## config.mk

```make
export PLATFORM = sky130hd
export DESIGN_NAME = vc_td_deq_sched_flat
export DESIGN_NICKNAME = d
export VERILOG_FILES = /design/src/rtl/vc_td_deq_sched_pkg.sv /design/src/rtl/vc_td_deq_sched_if.sv /design/src/rtl/vc_td_slot_timer.sv /design/src/rtl/vc_td_deq_sched.sv /design/src/flat_wrapper.sv
export SDC_FILE = /design/constraint.sdc
export NUM_CORES = 1
export LEC_CHECK = 0
export BUFFER_PORTS_ARGS = -buffer_cell sky130_fd_sc_hd__clkbuf_2
export CAP_MARGIN = 20
export CORE_MARGIN = 2
export CORE_UTILIZATION = 45
export DETAILED_ROUTE_END_ITERATION = 10
export GPL_TIMING_DRIVEN = 0
export PLACE_DENSITY = 0.76
export SYNTH_ARGS = -nofsm -noshare
export SYNTH_HDL_FRONTEND = slang
export SYNTH_SLANG_ARGS = --single-unit
```

## constraint.sdc

```tcl
create_clock -name clk -period 1.43 [get_ports clk]
set_clock_uncertainty 0.1 [all_clocks]
set_input_delay 0.286 -clock clk [delete_from_list [all_inputs] [get_ports clk]]
set_output_delay 0.286 -clock clk [all_outputs]
set_load 0.03 [all_outputs]
```

## src/rtl/vc_td_deq_sched_pkg.sv

```systemverilog
// Shared definitions for the two-domain time-division dequeue scheduler:
// domain count, domain ID width and the domain identifiers.
package vc_td_deq_sched_pkg;

    localparam int VC_TD_NUM_DOMAINS = 2;
    localparam int VC_TD_SD_NBITS    = 1;

    typedef enum logic [VC_TD_SD_NBITS-1:0] {
        VC_TD_SD0 = 1'b0,
        VC_TD_SD1 = 1'b1
    } sd_e;

    function automatic sd_e other_sd(input sd_e sd);
        return (sd == VC_TD_SD0) ? VC_TD_SD1 : VC_TD_SD0;
    endfunction

endpackage

```

## src/rtl/vc_td_deq_sched_if.sv

```systemverilog
// Bundle of the two per-domain dequeue ports, the merged output port and
// the slot-owner tag. master = scheduler side, slave = queues/consumer side.
interface vc_td_deq_sched_if #(
    parameter int p_msg_nbits = 32
);

    // Every port is val/rdy: a transfer happens on a clk edge where both val
    // and rdy are 1; val may not depend on rdy, rdy may depend on val.
    logic                   in0_val;
    logic                   in0_rdy;
    logic [p_msg_nbits-1:0] in0_msg;
    logic                   in1_val;
    logic                   in1_rdy;
    logic [p_msg_nbits-1:0] in1_msg;
    logic                   out_val;
    logic                   out_rdy;
    logic [p_msg_nbits-1:0] out_msg;
    logic                   out_sd;
    logic                   cur_sd;

    modport master (
        input  in0_val, in0_msg, in1_val, in1_msg, out_rdy,
        output in0_rdy, in1_rdy, out_val, out_msg, out_sd, cur_sd
    );

    modport slave (
        output in0_val, in0_msg, in1_val, in1_msg, out_rdy,
        input  in0_rdy, in1_rdy, out_val, out_msg, out_sd, cur_sd
    );

endinterface

```

## src/rtl/vc_td_slot_timer.sv

```systemverilog
// Free-running slot timer: fixed-length slots alternating between SD0 and
// SD1, with an acceptance window that closes p_dead_cycles before slot end.
module vc_td_slot_timer
    import vc_td_deq_sched_pkg::*;
#(
    parameter int  p_slot_cycles = 16,
    parameter int  p_dead_cycles = 2,
    localparam int c_cnt_nbits   = $clog2(p_slot_cycles)
) (
    input  logic                   clk,
    input  logic                   reset,
    output logic [c_cnt_nbits-1:0] cnt_o,
    output sd_e                    cur_sd_o,
    output logic                   win_o
);

    localparam int unsigned c_last    = p_slot_cycles - 1;
    localparam int unsigned c_win_end = p_slot_cycles - p_dead_cycles;

    logic [c_cnt_nbits-1:0] cnt_q, cnt_d;
    sd_e                    sd_q, sd_d;
    logic                   last;

    always_ff @(posedge clk) begin
        if (!reset) begin
            cnt_q <= '0;
            sd_q  <= VC_TD_SD0;
        end else begin
            cnt_q <= cnt_d;
            sd_q  <= sd_d;
        end
    end

    // Slot length is independent of traffic: the owner flips on every wrap.
    always_comb begin
        cnt_d = cnt_q + c_cnt_nbits'(1);
        sd_d  = sd_q;
        last  = (32'(cnt_q) == c_last);
        if (last) begin
            cnt_d = '0;
            sd_d  = other_sd(sd_q);
        end
    end

    assign cnt_o    = cnt_q;
    assign cur_sd_o = sd_q;
    assign win_o    = (32'(cnt_q) < c_win_end);

endmodule

```

## src/rtl/vc_td_deq_sched.sv

```systemverilog
// Time-division dequeue scheduler for SD0/SD1 with one holding register per
// domain. Define VC_TD_SCHED_ASSERT_EN to enable simulation-time protocol checks.
module vc_td_deq_sched
    import vc_td_deq_sched_pkg::*;
#(
    parameter int  p_msg_nbits   = 32,
    parameter int  p_slot_cycles = 16,
    parameter int  p_dead_cycles = 2,
    localparam int c_cnt_nbits   = $clog2(p_slot_cycles)
) (
    input  logic                   clk,
    input  logic                   reset,
    vc_td_deq_sched_if.master      bus,
    output logic [c_cnt_nbits-1:0] dbg_cnt_o,
    output logic [1:0]             dbg_full_o
);

    logic [c_cnt_nbits-1:0] cnt;
    sd_e                    cur_sd;
    logic                   win;
    logic                   sel;

    vc_td_slot_timer #(
        .p_slot_cycles (p_slot_cycles),
        .p_dead_cycles (p_dead_cycles)
    ) u_timer (
        .clk      (clk),
        .reset    (reset),
        .cnt_o    (cnt),
        .cur_sd_o (cur_sd),
        .win_o    (win)
    );

    assign sel = cur_sd;

    logic [VC_TD_NUM_DOMAINS-1:0] full_q, full_d;
    logic [p_msg_nbits-1:0]       hreg_q [VC_TD_NUM_DOMAINS];
    logic [p_msg_nbits-1:0]       hreg_d [VC_TD_NUM_DOMAINS];
    logic [p_msg_nbits-1:0]       in_msg [VC_TD_NUM_DOMAINS];
    logic [VC_TD_NUM_DOMAINS-1:0] own;
    logic [VC_TD_NUM_DOMAINS-1:0] in_val;
    logic [VC_TD_NUM_DOMAINS-1:0] in_rdy;
    logic [VC_TD_NUM_DOMAINS-1:0] do_in;
    logic                         do_out;

    assign own       = {sel, ~sel};
    assign in_val    = {bus.in1_val, bus.in0_val};
    assign in_msg[0] = bus.in0_msg;
    assign in_msg[1] = bus.in1_msg;

    // Pipe-style ready: a full register may accept when it drains this cycle.
    assign in_rdy = own & {2{win}} & (~full_q | {2{bus.out_rdy}});
    assign do_in  = in_val & in_rdy;
    assign do_out = bus.out_val & bus.out_rdy;

    always_comb begin
        full_d = full_q;
        hreg_d = hreg_q;
        for (int d = 0; d < VC_TD_NUM_DOMAINS; d++) begin
            if (do_in[d]) begin
                full_d[d] = 1'b1;
                hreg_d[d] = in_msg[d];
            end else if (do_out && own[d]) begin
                full_d[d] = 1'b0;
            end
        end
    end

    always_ff @(posedge clk) begin
        if (!reset) begin
            full_q    <= '0;
            hreg_q[0] <= '0;
            hreg_q[1] <= '0;
        end else begin
            full_q    <= full_d;
            hreg_q[0] <= hreg_d[0];
            hreg_q[1] <= hreg_d[1];
        end
    end

    assign bus.in0_rdy = in_rdy[0];
    assign bus.in1_rdy = in_rdy[1];
    assign bus.out_val = full_q[sel];
    assign bus.out_msg = hreg_q[sel];
    assign bus.out_sd  = sel;
    assign bus.cur_sd  = sel;

    assign dbg_cnt_o  = cnt;
    assign dbg_full_o = full_q;

`ifdef VC_TD_SCHED_ASSERT_EN
    always @(posedge clk) begin
        if (reset) begin
            if ($isunknown({bus.in0_val, bus.in1_val, bus.out_rdy})) begin
                $display("vc_td_deq_sched: X on in*_val/out_rdy");
                $finish;
            end
            if ((in_rdy & ~own) != '0) begin
                $display("vc_td_deq_sched: non-owner rdy asserted");
                $finish;
            end
            if ((do_in != '0) && !win) begin
                $display("vc_td_deq_sched: acceptance outside window");
                $finish;
            end
        end
    end
`endif

endmodule

```

## src/flat_wrapper.sv

```systemverilog
// flat-port wrapper written by rule: the top's interface ports become plain ports
module vc_td_deq_sched_flat import vc_td_deq_sched_pkg::*;
#(
    parameter int  p_msg_nbits   = 32,
    parameter int  p_slot_cycles = 16,
    parameter int  p_dead_cycles = 2,
    localparam int c_cnt_nbits   = $clog2(p_slot_cycles)
)
  (clk, reset, dbg_cnt_o, dbg_full_o, bus_in0_val, bus_in0_msg, bus_in1_val, bus_in1_msg, bus_out_rdy, bus_in0_rdy, bus_in1_rdy, bus_out_val, bus_out_msg, bus_out_sd, bus_cur_sd);
  vc_td_deq_sched_if #(.p_msg_nbits(p_msg_nbits)) bus_i ();
  input  logic clk;
  input  logic reset;
  output logic [c_cnt_nbits-1:0] dbg_cnt_o;
  output logic [1:0] dbg_full_o;
  input wire logic [$bits(bus_i.in0_val)-1:0] bus_in0_val;
  input wire logic [$bits(bus_i.in0_msg)-1:0] bus_in0_msg;
  input wire logic [$bits(bus_i.in1_val)-1:0] bus_in1_val;
  input wire logic [$bits(bus_i.in1_msg)-1:0] bus_in1_msg;
  input wire logic [$bits(bus_i.out_rdy)-1:0] bus_out_rdy;
  output wire logic [$bits(bus_i.in0_rdy)-1:0] bus_in0_rdy;
  output wire logic [$bits(bus_i.in1_rdy)-1:0] bus_in1_rdy;
  output wire logic [$bits(bus_i.out_val)-1:0] bus_out_val;
  output wire logic [$bits(bus_i.out_msg)-1:0] bus_out_msg;
  output wire logic [$bits(bus_i.out_sd)-1:0] bus_out_sd;
  output wire logic [$bits(bus_i.cur_sd)-1:0] bus_cur_sd;
  assign bus_i.in0_val = bus_in0_val;
  assign bus_i.in0_msg = bus_in0_msg;
  assign bus_i.in1_val = bus_in1_val;
  assign bus_i.in1_msg = bus_in1_msg;
  assign bus_i.out_rdy = bus_out_rdy;
  assign bus_in0_rdy = bus_i.in0_rdy;
  assign bus_in1_rdy = bus_i.in1_rdy;
  assign bus_out_val = bus_i.out_val;
  assign bus_out_msg = bus_i.out_msg;
  assign bus_out_sd = bus_i.out_sd;
  assign bus_cur_sd = bus_i.cur_sd;
  vc_td_deq_sched #(.p_msg_nbits(p_msg_nbits), .p_slot_cycles(p_slot_cycles), .p_dead_cycles(p_dead_cycles)) u_core (.clk(clk), .reset(reset), .bus(bus_i), .dbg_cnt_o(dbg_cnt_o), .dbg_full_o(dbg_full_o));
endmodule
```

; ---- After elaboration in Yosys (flattened, before gate mapping)
; Index checks and enable logic that the tools add are counted.
[op_classes]
n_addsub = 1
n_mul = 0
div_mod_pow = 0
order_cmp = 3
n_eq_ne = 1
shift = 0
n_mux = 10
bitwise = 9
n_reduce_logical = 5
[ops]
columns = operator, n
row1 = 2-to-1 mux 32 bit, 3
row2 = 2-to-1 mux 1 bit, 7
row3 = bitwise AND 2 bit, 3
row4 = adder 4 x 1 -> 4 bit (second input constant), 1
row5 = equality test 4 bit (second input constant), 1
row6 = less-than comparator 4 bit (second input constant), 1
row7 = nonzero test 2 bit, 2
row8 = >= comparator 2 bit (second input constant), 1
row9 = logical AND 1 bit, 2
row10 = less-than comparator 1 x 2 -> 1 bit (second input constant), 1
row11 = inverter 1 bit, 2
row12 = inverter 1 -> 2 bit, 1
row13 = inverter 2 bit, 1
row14 = bitwise OR 2 bit, 1
row15 = OR reduction 2 bit, 1
row16 = bitwise AND 1 bit, 1
[word_totals]
regBits = 71
latch_bits = 0
ram_bits = 0
rom_bits = 0
inputBits = 69
output_inout_bits = 43
word_cells = 35
n_memories = 0

; ---- Depth between registers and ports, before layout
; Gate-level depths: netlist (run 1).
[depth]
word_depth = 6
mapped_depth = 5
depth_no_buf = 4

; ---- By module
; A second synthesis (run 1) with hierarchy kept.
[unflattened]
cells_unflattened = 349
hier_area_um2 = 3299.4
[by_module_without_submodules]
columns = module, n_inst, cells_per_inst, area_each_um2, seq_area_each_um2
row1 = vc_td_deq_sched, 1, 330, 3099.2, 1321.3
row2 = vc_td_slot_timer, 1, 19, 200.2, 100.1

; ---- Worst setup path after synthesis (run 1)
; Ideal clock, no wire load.
[synth_timing]
path_type = flip-flop to output port
startpoint = register u_core.u_timer.sd_q, in the netlist u_core.u_timer.cur_sd_o
endpoint = output port bus_in0_rdy
arrival_time_ns = 1.573
t_required_ns = 1.044
path_slack_ns = -0.529
stages_incl_launch_ff = 4
path_buffers = 2
path_cell_list = dfxtp_1 -> buf_2 -> buf_2 -> nor3_1
[synth_between]
elab_chain_cells = 3
[synth_rtl]
columns = item, line
row1 = start: declaration, vc_td_slot_timer.sv:21  ; sd_e sd_q, sd_d;
row2 = start signal: assignment, vc_td_slot_timer.sv:27  ; sd_q <= VC_TD_SD0;
row3 = start signal: assignment, vc_td_slot_timer.sv:30  ; sd_q <= sd_d;
row4 = inverter 1 bit, vc_td_deq_sched.sv:46  ; assign own = {sel, ~sel};
row5 = bitwise AND 2 bit (2 in series), vc_td_deq_sched.sv:52  ; assign in_rdy = own & {2{win}} & (~full_q | {2{bus.out_rdy}});
row6 = end: declaration, flat_wrapper.sv:20  ; output wire logic [$bits(bus_i.in0_rdy)-1:0] bus_in0_rdy;
; Every way passes these cells.

; ---- Final worst setup path (run 1)
[layout_timing]
startpoint = register u_core.u_timer.sd_q, in the netlist u_core.u_timer.cur_sd_o
endpoint = output port bus_out_msg[20]
[layout_between]
elab_chain_cells = 4
[layout_rtl]
columns = item, line
row1 = inverter 1 -> 2 bit (not written as such), vc_td_deq_sched.sv:84  ; assign bus.out_msg = hreg_q[sel];
row2 = 2-to-1 mux 32 bit (not written as such) (3 in series), vc_td_deq_sched.sv:84
row3 = end: declaration, flat_wrapper.sv:23  ; output wire logic [$bits(bus_i.out_msg)-1:0] bus_out_msg;
; Every way passes these cells. The select of a mux whose other input is x is not followed.

==> out/results.md, run 1 <==
- finished with violations — run status
- setup timing — violated checks
- 0.430 — Yosys top cell area share
- 119 — initial DRC count
- u_core.hreg_q[40] — endpoint of the most critical register-to-register path
- 0 — share of synthesized flip-flops with an asynchronous set or reset
- 0.596 — worst slew margin relative to its limit
- 0 — EDFF count, synth
- sky130_fd_sc_hd__dfxtp_1 — cell type with the highest aggregate area in the netlist
- 0.218 — aggregate global-route resource usage
- 3310 um^2 — total standard cell area after synthesis
- bus_in1_msg[11] — origin of the worst min-delay path
- 112 — top-level port count
- 71 — total clock sinks
- 0 — global route overflow
- 0 — Synth Warn #
- 0.07 ns — Clk pin slew, worst setup/hold paths
- 3 — CTS H-tree lvls
- 0.419 — fraction of final layout cells with drive strength greater than 1
- reg2out — path type of the worst setup path
- 566 — number of nets in the finished design
- 1.31 — final worst-path cycle share
- -27.40 ns — setup total negative slack
- yes — RSZ-0062 raised after global routing
- 1.49 ns — worst endpoint data arrival time
- 9 — TritonCTS buffer count
- 103 — # setup viols final
- sky130_fd_sc_hd__dfxtp_1 (43%), sky130_fd_sc_hd__mux2i_1 (19%), sky130_fd_sc_hd__nand2_1 (15%), sky130_fd_sc_hd__mux2_2 (11%), sky130_fd_sc_hd__buf_12 (1.8%) — top post-synthesis cells by area
- 0.00466 W — post-route total power
- 9.42 um^2 — syn_area_per_cell
- 4.92 — routed via count divided by cell count
- 12 — pin count of the biggest net entering global routing
- 8050 um^2 — floorplan die area
- -0.32 ns — Worst R2R Setup Slack
- 2890 — number of global-route vias before repair
- 71 — Synth Register Bits
- 1.88 ns — time the worst path needs with I/O delays and setup
- sky130_fd_sc_hd__dfxtp_1 — Main synth FF type
- 110 — number of input and output port buffers inserted
- 6 — highest net fanout along the worst path
- register — crit path launch type
- 28 — Unique masters post-synth
- 351 — post-synthesis cell count
- u_core.hreg_q[11] — worst hold endpoint
- 421 — number of nets in the synthesized netlist
- 0.753 — GP Congestion
- 0.430 — Seq/Total Area, Yosys
- 13900 um — wire length of the first global-routing pass
- 2 — maximum clock path buffer count
- 15.9 um — Routed WL per cell
- 53.0% — relative area change from synthesis to final layout
- 533 MHz — Highest Clock Rate
- 7 — reg2reg path depth
- 7180 um^2 — Placeable Area
- 2.27 nW — LEAKAGE
- 4 — number of iterations in the first detailed-routing pass
- 0.35 ns — clock latency of the later-clocked register in the worst-skew pair
- 89.7 um — Die Y-Extent
- in2reg — Hold Crit Class
- 600 — number of cells in the finished layout apart from fillers
- 3 — depth of the worst hold-timing path
- 0 — Final Hold Fails
- 514 uV — highest ir drop seen on vdd
- 1.04 ns — CP required
- 921 nW/um^2 — total power density per cell area
- u_core.u_timer.cur_sd_o — beginning of the worst register-to-register path
- -0.445 ns — slack of the critical path
- primary output — kind of end point of the critical path
- 0.461 — starting utilization of the core area
- buf_12 -> clkbuf_16 -> mux2_4 -> buf_8 — ordered cell list for the critical path
- 0.0528 ns — worst hold margin
- 560 — Placed Cells incl. Taps
- 0 — number of antenna violations at the first check in global routing
- 0 — final slew viol count
- 0 — antenna diode count
- 0 — antenna violation net count after detailed routing
- sky130_fd_sc_hd__clkbuf_8 — buffer type at the clock tree root
- built — CTS tree
- 31 — number of placement rows
- 89.7 um — overall die width
- 9530 um — Post-Route WL
- 0 — max capacitance violation total
- 2952 — via count
- 0.606 ns — Slew @ Worst Pin
- sky130_fd_sc_hd__dfxtp_4 — slowest stage cell on the critical path
- 0.38 ns — Slowest Stage Delay on Critical Path
- 5870 um — half-perimeter wire length after detailed placement
- 0 — total DRC errors in the routed layout
==> cells in the mapped netlist (2+ instances only) <==
master / n
sky130_fd_sc_hd__buf_2: 7
sky130_fd_sc_hd__buf_6: 4
sky130_fd_sc_hd__o21a_1: 2
sky130_fd_sc_hd__and2_1: 2
sky130_fd_sc_hd__mux2_2: 33
sky130_fd_sc_hd__a21boi_0: 3
sky130_fd_sc_hd__buf_12: 3
sky130_fd_sc_hd__nand2_1: 129
sky130_fd_sc_hd__inv_1: 2
sky130_fd_sc_hd__nand3_1: 2
sky130_fd_sc_hd__mux2i_1: 64
sky130_fd_sc_hd__clkbuf_1: 13
sky130_fd_sc_hd__dfxtp_1: 71
sky130_fd_sc_hd__and3_1: 2
==> how the worst max path moves through the flow <==
stage,start,endpoint,cells past startpoint
2_1_floorplan,u_core.u_timer.cur_sd_o,bus_out_msg[10],3
3_3_place_gp,u_core.u_timer.cur_sd_o,bus_out_msg[15],4
3_5_place_dp,bus_out_rdy,u_core.hreg_q[16],6
4_1_cts,u_core.u_timer.cur_sd_o,bus_out_msg[19],4
5_1_grt,u_core.u_timer.cur_sd_o,bus_out_msg[20],4
6_report,u_core.u_timer.cur_sd_o,bus_out_msg[20],4
==> placed cells by master (no fill, tap or decap), drive strengths merged <==
cell    count
inv         2
nand4b      1
o21ai       1
nor2b       1
a21boi      3
mux2       33
nor4b       1
mux2i      64
nor2        1
buf        67
and4        1
clkinv      2
a21oi       1
ha          1
xor2        1
nand2     129
clkbuf    108
and3        3
xnor2       1
nand3       2
bufinv      1
nor3        1
dfxtp      71
and2        2
o21a        2
nand2b      1
==> what timing repair did <==
item                                   4_1_cts  5_1_grt
gates cloned                                 4        4
hold buffers                                 0        0
pin swaps                                    0        2
gates resized for setup                     70       52
endpoints found under the hold margin        0        0
setup endpoints to repair                   96       89
setup buffers                                9        7
==> metrics by stage <==
step	instance area, um^2	worst slack [ns]	utilization
floorplan	3440	-0.0355	-
global placement	4110	-0.169	0.573
detailed placement	4110	-0.172	0.573
CTS	4810	-0.445	0.670
global route	5060	-0.455	0.705
finish	5060	-0.445	0.705
==> sequential cells by signal, summed over array words and instances (netlist names) <==
name,flops
u_core.dbg_full_o,2
u_core.hreg_q,64
u_core.u_timer.cnt_o,4
u_core.u_timer.cur_sd_o,1
==> area by class of cell <==
type                       instances  area [um^2]
fill                             575         2110
multi-input combinational        250         1800
sequential                        71         1440
timing repair buffer             134         1200
buffer                            28          289
clock buffer                      13          169
tap                               99          124
clock inverter                     3         40.0
inverter                           2         7.51
==> logic make-up (layout without fill, tap and decap cells) <==
logic type,count (synthesis),count (layout),share of synthesized area
and+or+nand+nor,143,143,0.179
adders and majority gates,1,1,0.00378
AOI/OAI and AO/OA,7,7,0.0144
xor gates and xnor gates,2,2,0.00530
DFF,71,71,0.430
buffers and inverters,30,180,0.0617
muxes,97,97,0.306
==> per-layer routing <==
layer | wire [um] | up-vias | global-route usage | part of all wire
met1 | 4150 | 1397 | 0.268 | 0.44
li1 | - | 1455 | - | -
met2 | 4740 | 90 | 0.374 | 0.50
met5 | 0 | - | 0 | 0
met4 | 185 | 0 | 0.0962 | 0.019
met3 | 460 | 10 | 0.0394 | 0.048
==> report_power, final <==
group	total, W	switching [W]	internal, W
clock	0.00171	0.000765	0.000944
sequential	0.00209	0.0000429	0.00204
combinational	0.000863	0.000427	0.000436
==> critical path: cells and delay by family (launching register included) <==
family                 cells  cell delay (ns)
flip-flops                 1             0.38
buffers and inverters      3             0.45
multiplexers               1             0.30
Power figures use the tool's default switching activity.
==> inputs of run 2 (changes only) <==
--- a/config.mk
+++ b/config.mk
@@ -7,11 +7,10 @@
 export LEC_CHECK = 0
 export BUFFER_PORTS_ARGS = -buffer_cell sky130_fd_sc_hd__clkbuf_2
 export CAP_MARGIN = 20
-export CORE_MARGIN = 2
-export CORE_UTILIZATION = 45
+export CORE_MARGIN = 4
+export CORE_UTILIZATION = 35
 export DETAILED_ROUTE_END_ITERATION = 10
 export GPL_TIMING_DRIVEN = 0
-export PLACE_DENSITY = 0.76
 export SYNTH_ARGS = -nofsm -noshare
 export SYNTH_HDL_FRONTEND = slang
 export SYNTH_SLANG_ARGS = --single-unit
==> run 2 against run 1 <==
Against the previous run:
- the run still ends with setup timing left
- via count is 2.8% lower
- sequential power is essentially flat
- maximum frequency up 1.9%
- total power shrank 5.7%
- setup slack improved by 0.036 ns
- flip-flop and latch count is the same
- combinational power up 2.8%
- register-to-register slack better by 0.06 ns
- design area increased by 0.96%
- die area grew 37%
- critical path depth unchanged
- cell count increased by 5.0%
==> out/results.md, run 2 (same netlist as run 1, synthesis figures left out) <==
- 0 — number of antenna violations at the first check in global routing
- u_core.hreg_q — Largest Register
- 71 — total clock sinks
- buf_12 -> clkbuf_16 -> mux2_4 -> buf_8 — ordered cell list for the critical path
- 3 — combined buffer and inverter count along the critical path
- 1.29 — final worst-path cycle share
- 568 — number of nets in the finished design
- primary output — kind of end point of the critical path
- 2 — maximum clock path buffer count
- 64 — number of flip-flops under the largest register name
- 1.45 ns — worst endpoint data arrival time
- 427 uV — highest ir drop seen on vdd
- 54.5% — relative area change from synthesis to final layout
- 9380 um — Post-Route WL
- 0.737 — GP Congestion
- 110 — number of input and output port buffers inserted
- 0.213 — GR Layer Usage met1
- 6 — highest net fanout along the worst path
- 0.33 ns — clock latency of the later-clocked register in the worst-skew pair
- 112 — top-level port count
- 6340 um — half-perimeter wire length after detailed placement
- 0.633 — worst slew margin relative to its limit
- 14.9 um — Routed WL per cell
- 0.358 — starting utilization of the core area
- met2 — most heavily used metal layer in global routing
- sky130_fd_sc_hd__nand2_1 (129), sky130_fd_sc_hd__clkbuf_2 (73), sky130_fd_sc_hd__dfxtp_1 (65), sky130_fd_sc_hd__mux2i_1 (62), sky130_fd_sc_hd__buf_8 (24) — highest-count cells in the layout ignoring fill and taps
- in2reg — Hold Crit Class
- 0.553 — final design utilization
- 105 um — Die Y-Extent
- 0.551 ns — Slew @ Worst Pin
- built — CTS tree
- 544 MHz — Highest Clock Rate
- 35 — number of placement rows
- reg2out — path type of the worst setup path
- sky130_fd_sc_hd__clkbuf_8 — buffer type at the clock tree root
- 1.04 ns — CP required
- 0 — Final Hold Fails
- 105 um — overall die width
- 0 — cts hold-fix bufs
- 11 — pin count of the biggest net entering global routing
- 0.421 — fraction of final layout cells with drive strength greater than 1
- 0.07 ns — Clk pin slew, worst setup/hold paths
- 0 — antenna diode count
- buffers and inverters — family with the most delay on the worst path
- 0 — antenna violation net count after detailed routing
- yes — RSZ-0062 raised after global routing
- 2850 — number of global-route vias before repair
- 0 — total DRC errors in the routed layout
- 0.0294 — GRT met3 Usage
- 90 — initial DRC count
- 0 — max capacitance violation total
- 2.25 nW — LEAKAGE
- 0.38 ns — Slowest Stage Delay on Critical Path
- finished with violations — run status
- -0.410 ns — slack of the critical path
- 3 — CTS H-tree lvls
- setup timing — violated checks
- 4.56 — routed via count divided by cell count
- 0.167 — aggregate global-route resource usage
- sky130_fd_sc_hd__dfxtp_4 — slowest stage cell on the critical path
- 0.0691 ns — worst hold margin
- 14600 um — wire length of the first global-routing pass
- 1.84 ns — time the worst path needs with I/O delays and setup
- 0 — final slew viol count
- register — crit path launch type
- 860 nW/um^2 — total power density per cell area
- 11100 um^2 — floorplan die area
- 2870 — via count
- sky130_fd_sc_hd__nand2_1 — most common cell after layout, fill and taps aside
- 4 — number of iterations in the first detailed-routing pass
- 9 — TritonCTS buffer count
- 75 — # setup viols final
- 0 — global route overflow
- 0.280 — met2 global-route usage
- 9240 um^2 — Placeable Area
-- run 2: cell types whose count changed in the layout (fill, tap and decap cells not counted), moves of 2 or more --
cell,delta
sky130_fd_sc_hd__buf_12,+2
sky130_fd_sc_hd__buf_2,-7
sky130_fd_sc_hd__mux2_4,-2
sky130_fd_sc_hd__buf_6,+2
sky130_fd_sc_hd__mux2_2,+2
sky130_fd_sc_hd__clkbuf_4,+8
-- run 2: layer usage --
metal  vias to the layer above  routed length [um]
met5                         -                   0
met3                         8                 349
met4                         0                 112
met2                        74                4730
met1                      1343                4190
li1                       1445                   -
-- run 2: power breakdown --
part | switching, W | total (W) | internal, W
Clock | 0.000718 | 0.00142 | 0.000706
Combinational | 0.000432 | 0.000887 | 0.000455
Sequential | 0.0000408 | 0.00209 | 0.00205
Total | 0.00119 | 0.00440 | 0.00321
-- run 2: repair_timing --
item,in CTS,in global routing
pin swaps,1,5
setup buffers,15,6
resized for setup,82,43
endpoints found under the setup margin,96,92
cloned,4,4
-- run 2: final timing paths --
check | from | end | slack, ns | cells after the start
max | u_core.u_timer.cur_sd_o | bus_out_msg[14] | -0.41 | 4
min | bus_in1_msg[20] | u_core.hreg_q[20] | 0.07 | 3
max reg2reg | u_core.u_timer.cnt_o[1] | u_core.hreg_q[57] | -0.26 | 7
min reg2reg | u_core.hreg_q[46] | u_core.hreg_q[46] | 0.35 | 2
-- run 2: layout make-up --
cell class / count / area (um^2)
flip-flops and latches: 71 / 1440
plain buffers: 28 / 289
clock inverters: 1 / 5.00
clock buffers: 13 / 159
well taps: 129 / 161
multi-input cells: 250 / 1810
fillers: 833 / 4130
repair buffers: 136 / 1240
inverters: 2 / 7.51
-- run 2: metrics by stage --
step	setup TNS [ns]	std cells	total power, W	setup slack, ns	cell area, um^2
2_1_floorplan	-0.668	351	0.00258	-0.0355	3440
3_3_place_gp	-12.17	590	0.00281	-0.188	4150
3_5_place_dp	-13.04	590	0.00282	-0.189	4150
4_1_cts	-20.42	623	0.00440	-0.440	4930
5_1_grt	-24.48	630	0.00458	-0.461	5110
6_report	-19.06	630	0.00440	-0.410	5110
-- run 2: tightest hold or removal path, delay by kind of cell --
kind	cells	cell delay [ns]
simple gates	1	0.04
buf+inv	1	0.08
mux	1	0.05
==> inputs of run 3 (changes only) <==
--- a/config.mk
+++ b/config.mk
@@ -5,6 +5,7 @@
 export SDC_FILE = /design/constraint.sdc
 export NUM_CORES = 1
 export LEC_CHECK = 0
+export ABC_CLOCK_PERIOD_IN_PS = 1900
 export BUFFER_PORTS_ARGS = -buffer_cell sky130_fd_sc_hd__clkbuf_2
 export CAP_MARGIN = 20
 export CORE_MARGIN = 4
==> constraint.sdc (replaced) <==
create_clock -name clk -period 1.9 [get_ports clk]
set_clock_uncertainty 0.1 [all_clocks]
set_input_delay 0.38 -clock clk [delete_from_list [all_inputs] [get_ports clk]]
set_output_delay 0.38 -clock clk [all_outputs]
set_load 0.03 [all_outputs]
==> run 3 against run 2 <==
Against the previous run:
- routed wire length is 6.1% lower
- the flow still finishes with violations (setup timing)
- worst hold slack gained 0.096 ns
- sequential share of layout area grew 2.7 points
- global-route usage fell by 0.75 points
- combinational power down 35%
- first-iteration DRC count fell by 10%
==> out/results.md, run 3 (same netlist as run 1, synthesis figures left out) <==
- 12 — pin count of the biggest net entering global routing
- 3 — depth of the worst hold-timing path
- 27 — # setup viols final
- 105 um — overall die width
- 905 — Filler Cells Inserted
- yes — RSZ-0062 raised after global routing
- 0 — number of antenna violations at the first check in global routing
- 1430 um^2 — Storage cell area
- -0.521 ns — setup total negative slack
- 3 — CTS H-tree lvls
- 4.56 — routed via count divided by cell count
- 2 — maximum clock path buffer count
- 81 — initial DRC count
- 105 um — Die Y-Extent
- 0.36 ns — Slowest Stage Delay on Critical Path
- 364 uV — highest ir drop seen on vdd
- 0.34 ns — clock latency of the later-clocked register in the worst-skew pair
- 5 — number of iterations in the first detailed-routing pass
- u_core.hreg_q[41] — worst hold endpoint
- 6280 um — half-perimeter wire length after detailed placement
- 2928 — number of global-route vias before repair
- 610 — number of cells in the finished layout apart from fillers
- 110 — number of input and output port buffers inserted
- 71 — total clock sinks
- 0.29 ns — Worst R2R Setup Slack
- 0.159 — aggregate global-route resource usage
- u_core.hreg_q — Largest Register
- 35 — number of placement rows
- 39.7% — relative area change from synthesis to final layout
- 0 — cts hold-fix bufs
- 0 — final slew viol count
- 1.94 ns — time the worst path needs with I/O delays and setup
- register — crit path launch type
- 0 — max capacitance violation total
- bus_in0_msg[9] — origin of the worst min-delay path
- 8810 um — Post-Route WL
- in2reg — Hold Crit Class
- 2.06 nW — LEAKAGE
- 0 — antenna diode count
- 1.46 ns — worst endpoint data arrival time
- 0 — total DRC errors in the routed layout
- built — CTS tree
- 3 — combined buffer and inverter count along the critical path
- buffers and inverters — family with the most delay on the worst path
- u_core.u_timer.cnt_o[2] — beginning of the worst register-to-register path
- 9 — highest net fanout along the worst path
- 0.358 — starting utilization of the core area
- 2781 — via count
- 0.635 — worst slew margin relative to its limit
- 0.07 ns — Clk pin slew, worst setup/hold paths
- 514 MHz — Highest Clock Rate
- sky130_fd_sc_hd__dfxtp_4 — slowest stage cell on the critical path
- setup timing — violated checks
- sky130_fd_sc_hd__nand2_1 — most common cell after layout, fill and taps aside
- 64 — number of flip-flops under the largest register name
- 0.374 — fraction of final layout cells with drive strength greater than 1
- buf_12 -> clkbuf_16 -> mux2_4 -> buf_8 — ordered cell list for the critical path
- 14000 um — wire length of the first global-routing pass
- reg2out — path type of the worst setup path
- u_core.hreg_q[37] — endpoint of the most critical register-to-register path
- 9 — TritonCTS buffer count
- primary output — kind of end point of the critical path
- sky130_fd_sc_hd__clkbuf_8 — buffer type at the clock tree root
- 14.4 um — Routed WL per cell
- 1760 um^2 — Multi-input gate area
- 0 — antenna violation net count after detailed routing
- 0.548 ns — Slew @ Worst Pin
- 0 — global route overflow
- 546 — number of nets in the finished design
- 9240 um^2 — Placeable Area
- 720 nW/um^2 — total power density per cell area
- sky130_fd_sc_hd__nand2_1 (129), sky130_fd_sc_hd__clkbuf_2 (85), sky130_fd_sc_hd__dfxtp_1 (70), sky130_fd_sc_hd__mux2i_1 (64) — highest-count cells in the layout ignoring fill and taps
- 5 — reg2reg path depth
- 11100 um^2 — floorplan die area
- 0.734 — GP Congestion
- 112 — top-level port count
- 0 — Final Hold Fails
- 590 — Placed Cells incl. Taps
- -0.0444 ns — slack of the critical path
- 1.02 — final worst-path cycle share
- 1.42 ns — CP required
- finished with violations — run status
[run 3: cell count changes in the layout (fill, tap and decap cells not counted), sizes merged]
cell and change:
clkbuf -3, buf -20, bufinv +1, clkinv +2
[run 3: how the worst max path moves through the flow]
stage	start	endpoint	slack [ns]	cells after the start
3_3_place_gp	u_core.u_timer.cur_sd_o	bus_out_msg[17]	-0.14	4
2_1_floorplan	u_core.u_timer.cur_sd_o	bus_out_msg[10]	0.05	3
6_report	u_core.u_timer.cur_sd_o	bus_out_msg[9]	-0.04	4
3_5_place_dp	u_core.u_timer.cur_sd_o	bus_out_msg[17]	-0.14	4
4_1_cts	u_core.u_timer.cur_sd_o	bus_out_msg[17]	-0.09	4
5_1_grt	u_core.u_timer.cur_sd_o	bus_out_msg[8]	-0.1	3
[run 3: where the power goes]
part	internal (W)	leakage [nW]	switching [W]	total, W
registers	0.00154	0.580	0.0000323	0.00157
clock network	0.000637	0.100	0.000544	0.00118
logic	0.000273	1.38	0.000302	0.000575
[run 3: metal layers]
layer	global-route usage	up-vias	wire, um
met2	0.269	79	4270
met4	0.0431	0	98
li1	-	1406	-
met1	0.193	1286	3960
met3	0.0545	10	482
met5	0	-	0
[run 3: final cells by class]
cell class / instances / share of cell area
Multi-Input combinational cell: 250 / 0.381
Sequential cell: 71 / 0.308
Timing Repair Buffer: 114 / 0.180
Buffer: 28 / 0.0528
Tap cell: 129 / 0.0349
Clock buffer: 12 / 0.0314
Clock inverter: 4 / 0.00975
Inverter: 2 / 0.00162
[run 3: per-stage QoR]
| step | total power (W) | hold slack, ns | setup slack, ns | utilization | area, um^2 |
|---|---|---|---|---|---|
| 5_1_grt | 0.00348 | 0.152 | -0.0976 | 0.500 | 4620 |
| 3_5_place_dp | 0.00210 | 0.347 | -0.136 | 0.436 | 4030 |
| 6_report | 0.00333 | 0.165 | -0.0444 | 0.500 | 4620 |
| 3_3_place_gp | 0.00209 | 0.339 | -0.141 | 0.436 | 4030 |
| 2_1_floorplan | 0.00192 | 0.331 | 0.0549 | - | 3310 |
| 4_1_cts | 0.00334 | 0.144 | -0.0912 | 0.488 | 4510 |
[run 3: worst min-delay path: stages]
cell	delay [ns]
sky130_fd_sc_hd__clkbuf_2	0.08
sky130_fd_sc_hd__nand2_1	0.05
sky130_fd_sc_hd__mux2i_1	0.06
[run 3: repair_timing]
action,CTS,global route
setup buffers,2,0
pin swaps,0,0
cloned,0,2
gates resized for setup,64,37
setup endpoints to repair,35,32
